===== config.mk =====
export PLATFORM = sky130hd
export DESIGN_NAME = gray_count_decoder
export DESIGN_NICKNAME = d
export VERILOG_FILES = /design/src/rtl/gray_count_decoder.sv
export SDC_FILE = /design/constraint.sdc
export NUM_CORES = 1
export LEC_CHECK = 0
export CORE_MARGIN = 5
export CORE_UTILIZATION = 30
export CTS_BUF_LIST = sky130_fd_sc_hd__clkbuf_8
export DETAILED_ROUTE_END_ITERATION = 8
export DONT_BUFFER_PORTS = 1
export PLACE_DENSITY = 0.43
export RECOVER_POWER = 50
export SYNTH_ARGS = -nofsm -noshare
export SYNTH_HDL_FRONTEND = slang
export SYNTH_SLANG_ARGS = --single-unit

===== constraint.sdc =====
create_clock -name clk -period 2.2 [get_ports clk]
set_input_delay 0.44 -clock clk [delete_from_list [all_inputs] [get_ports clk]]
set_output_delay 0.44 -clock clk [all_outputs]
set_load 0.1 [all_outputs]

===== src/rtl/gray_count_decoder.sv =====
// Gray-coded count receiver: decodes samples to binary, checks +1 sequencing,
// tracks lock state and keeps a saturating sequence-error count.
module gray_count_decoder #(
    parameter int WIDTH     = 4,
    parameter int SYNC_LEN  = 2,
    parameter int ERR_CNT_W = 8
) (
    input  logic                 clk,
    input  logic                 reset,
    input  logic [WIDTH-1:0]     gray_in,
    input  logic                 gray_vld,
    input  logic                 clr_err,
    output logic [WIDTH-1:0]     bin_out,
    output logic                 bin_vld,
    output logic                 locked,
    output logic                 err_pulse,
    output logic                 wrap_pulse,
    output logic [ERR_CNT_W-1:0] err_cnt
);

    localparam int RUN_W = $clog2(SYNC_LEN + 1);

    typedef enum logic [1:0] {
        IDLE   = 2'd0,
        SYNC   = 2'd1,
        LOCKED = 2'd2
    } state_t;

    state_t               r_state;
    logic [RUN_W-1:0]     r_run;
    logic [WIDTH-1:0]     r_last_bin;

    logic [WIDTH-1:0]     w_bin;
    logic [RUN_W-1:0]     w_run_inc;
    logic                 w_step_ok;
    logic                 w_err;
    logic                 w_wrap;

    // Each binary bit is the XOR of all Gray bits at or above it.
    for (genvar i = 0; i < WIDTH; i++) begin : g_dec
        assign w_bin[i] = ^gray_in[WIDTH-1:i];
    end

    assign w_step_ok = (w_bin == r_last_bin + WIDTH'(1));
    assign w_run_inc = r_run + RUN_W'(1);
    assign w_err     = gray_vld && (r_state == LOCKED) && !w_step_ok;
    assign w_wrap    = gray_vld && (r_state == LOCKED) && w_step_ok && (&r_last_bin);

    always_ff @(posedge clk or posedge reset) begin
        if (reset) begin
            r_state    <= IDLE;
            r_run      <= '0;
            r_last_bin <= '0;
            bin_out    <= '0;
            bin_vld    <= 1'b0;
            locked     <= 1'b0;
            err_pulse  <= 1'b0;
            wrap_pulse <= 1'b0;
        end else begin
            bin_vld    <= gray_vld;
            err_pulse  <= w_err;
            wrap_pulse <= w_wrap;
            if (gray_vld) begin
                bin_out    <= w_bin;
                r_last_bin <= w_bin;
                case (r_state)
                    IDLE: begin
                        r_state <= SYNC;
                        r_run   <= '0;
                        locked  <= 1'b0;
                    end
                    SYNC: begin
                        if (!w_step_ok) begin
                            r_run <= '0;
                        end else if (w_run_inc == RUN_W'(SYNC_LEN)) begin
                            r_state <= LOCKED;
                            r_run   <= '0;
                            locked  <= 1'b1;
                        end else begin
                            r_run <= w_run_inc;
                        end
                    end
                    LOCKED: begin
                        if (!w_step_ok) begin
                            r_state <= SYNC;
                            r_run   <= '0;
                            locked  <= 1'b0;
                        end
                    end
                    default: begin
                        r_state <= IDLE;
                        r_run   <= '0;
                        locked  <= 1'b0;
                    end
                endcase
            end
        end
    end

    // A clear that coincides with an error still records that error.
    always_ff @(posedge clk or posedge reset) begin
        if (reset) begin
            err_cnt <= '0;
        end else if (clr_err) begin
            err_cnt <= ERR_CNT_W'(w_err);
        end else if (w_err && !(&err_cnt)) begin
            err_cnt <= err_cnt + ERR_CNT_W'(1);
        end
    end

endmodule


==> results_dict.tcl <==
set metrics [dict create \
    finalCritPeriodShare 0.9307 \
    maxSlewHeadroom 0.1791 \
    drt_iter0_markers 52 \
    path_clk_slew_ps 80 \
    port_buffers 0 \
    finalPower_uw 910.3 \
    postLayoutCellArea_um2 1311 \
    cp.required_ps 2380 \
    min_period_ps 2047 \
    synthArstFlopShare 1.000 \
    grt-ovfl-total 0 \
    crit_chain "buf_4 -> xnor2_1 -> or3_4 -> a211oi_4 -> buf_12 -> or4_1 -> a21oi_1" \
    end_kind "register" \
    timing.fmax_ghz 0.4884 \
    ys_types 39 \
    r2r-start "r_last_bin[0]" \
    setup_viol 0 \
    hold_viol_final 0 \
    cts_sinks 19 \
    placed_area_um2 1264 \
    htreeDepth 1 \
    synthMuxAreaShare 0.03052 \
    path_delay_family "simple AND/OR/NAND/NOR gates" \
    grt_pass1_vias 882 \
    wl_met3_um 196 \
    core_area_um2 3390 \
    area_growth_pct 23.00 \
    cp.arrival_ps 2230 \
    start_kind "register" \
    synth_fa_ha_area_frac 0.02347 \
    drt-wirelength-per-cell_um 13.94 \
    antenna_found_initial 0 \
    hold_ws_ps 198.0 \
    p_leak_uw 0.0005220 \
    hold_path.class "input port to async pin" \
    synth_compound_area_frac 0.1948 \
    crit_buf_inv 2 \
    drt_pass1_iterations 4 \
    rsz0062_at_grt "no" \
    status "complete, no violations" \
    worst_pin_slew_ps 1231 \
    dp_hpwl_um 1796 \
    max-cap-violations 0 \
    yosys.area.top_type "dfrtp_1" \
    cts_max_path_buffers 2 \
    rows 21 \
    synth.area.top_cells "dfrtp_1, xnor2_1, a21oi_1" \
    yosys_warnings 0 \
    yosysSeqAreaShare 0.4460 \
    start_util 0.3145 \
    finalSetupTns_ps 0 \
    worstSetupStartpoint "r_last_bin[0]" \
    synth_top_flop_cell "dfrtp_1" \
    slowest_delay_ps 490 \
    critPathMaxFanout 14 \
    track_usage 0.1027 \
    synth-simple-area-share 0.1866 \
    dr_total_vias 853 \
    cts-root-buf "clkbuf_8" \
    synth_edf_count 0 \
    final_max_slew_viol_count 0 \
    die_area_um2 4846 \
    synth.avg_cell_area_um2 10.25 \
    highest_layer "met4" \
    synthesis.nets 114 \
    vias_per_cell 5.077 \
    grt_max_degree 20 \
    synth_top_family_by_area "compound AO/OA/AOI/OAI gates" \
    grt_first_pass_wirelength_um 4146 \
    place_congestion 0.7668 \
    cts_tree "yes" \
    cts_setup_buffers 0 \
    drive_gt1_frac 0.3033 \
    num-nets-final 133 \
    powerDensity_nw_per_um2 694.2 \
    synth_cells 104 \
    drc 0 \
    synth_xor_area_frac 0.07981 \
    crit_type "register to register" \
    crit_slowest_cell "dfrtp_4" \
    multi_input_area_um2 566.8 \
    cts_buffers 3 \
    clock_skew_ps 4.563 \
    die_w_um 69.61 \
    syn_area_um2 1066 \
    ys_ff_latch 19 \
    synth_top_area_frac 0.4460 \
    met2_length_um 1044 \
    die_y_um 69.61 \
    routed_wl_um 2342 \
    nFillCells 337 \
    insertion_delay_ps 260 \
    layout_common_cells "buf_4, dfrtp_1, a21oi_1" \
    final_common_cell "buf_4" \
    ant_nets 0 \
    register_area_um2 490.5 \
    ir_drop_v 0.0004712 \
    ios 24 \
    drt-met1-wl_um 1096 \
    diodes 0 \
]
-- cells in the mapped netlist, drive strengths merged (2+ instances only) --
library cell and n:
dfrtp 19, a21oi 8, o21ai 7, inv 6
nand3 6, xnor2 5, nor2 4, nor3 4
o31ai 4, or4 4, nand2 3, nand2b 3
a211oi 2, and2 2, and3 2, buf 2
ha 2, mux2 2, nor2b 2, or3 2
xor2 2
-- per-stage QoR --
step	setup slack (ps)	cells	utilization
6_report	152.5	168	0.3869
5_1_grt	48.57	168	0.3869
4_1_cts	80.91	168	0.3865
3_5_place_dp	97.05	164	0.3728
3_3_place_gp	122.9	164	0.3728
2_1_floorplan	-2.621	104	-
-- flip-flops by register name, summed over array words and instances (netlist names) --
name and flops:
err_cnt 8, err_pulse 1, wrap_pulse 1, locked 1
r_last_bin 4, bin_vld 1, r_state 1, r_run 2
-- timing repair --
item | CTS | global route
endpoints found under the setup margin | 0 | 4
gates resized for setup | 0 | 2
hold buffers | 0 | 0
-- cell type report --
type / instances / share of cell area
multi-input combinational: 76 / 0.4323
sequential: 19 / 0.3740
timing repair buffer: 17 / 0.09733
tap: 46 / 0.04389
clock buffer: 3 / 0.03149
inverter: 6 / 0.01718
clock inverter: 1 / 0.003817
-- worst register-to-register path, stage by stage, from the launching register on --
cell      delay, ps
dfrtp_4         490
buf_4           250
xnor2_1         220
or3_4           170
a211oi_4         60
buf_12          140
or4_1           490
a21oi_1         160
-- per-layer routing --
layer | vias to the layer above | global-route usage
met5 | - | 0
met4 | 0 | 0.01277
met3 | 2 | 0.05072
met2 | 23 | 0.1621
met1 | 411 | 0.1304
li1 | 417 | -
-- path summary, 6_finish.rpt --
path	endpoint	slack (ps)	cells past startpoint
worst min-delay path	bin_vld	200	1
worst max-delay path	err_cnt[3]	150	7
min in group clk	bin_vld	200	0
worst max register to register	err_cnt[3]	150	7
max in group asynchronous	r_last_bin[0]	1450	1
worst min register to register	r_run[1]	530	1
-- power by group --
group / internal [µW] / switching (µW) / leakage [µW] / total [µW]
Clock: 126 / 123 / 0.0000255 / 249
Combinational: 92.4 / 187 / 0.000258 / 279
Sequential: 370 / 12.5 / 0.000239 / 382
-- cells by family after synthesis --
logic type,count (synthesis)
xor+xnor,8
compound gates,29
buf+inv,9
fa+ha+maj,2
mux,3
simple gates,34
flops,19
No activity file was read; power rests on OpenSTA's default activity.
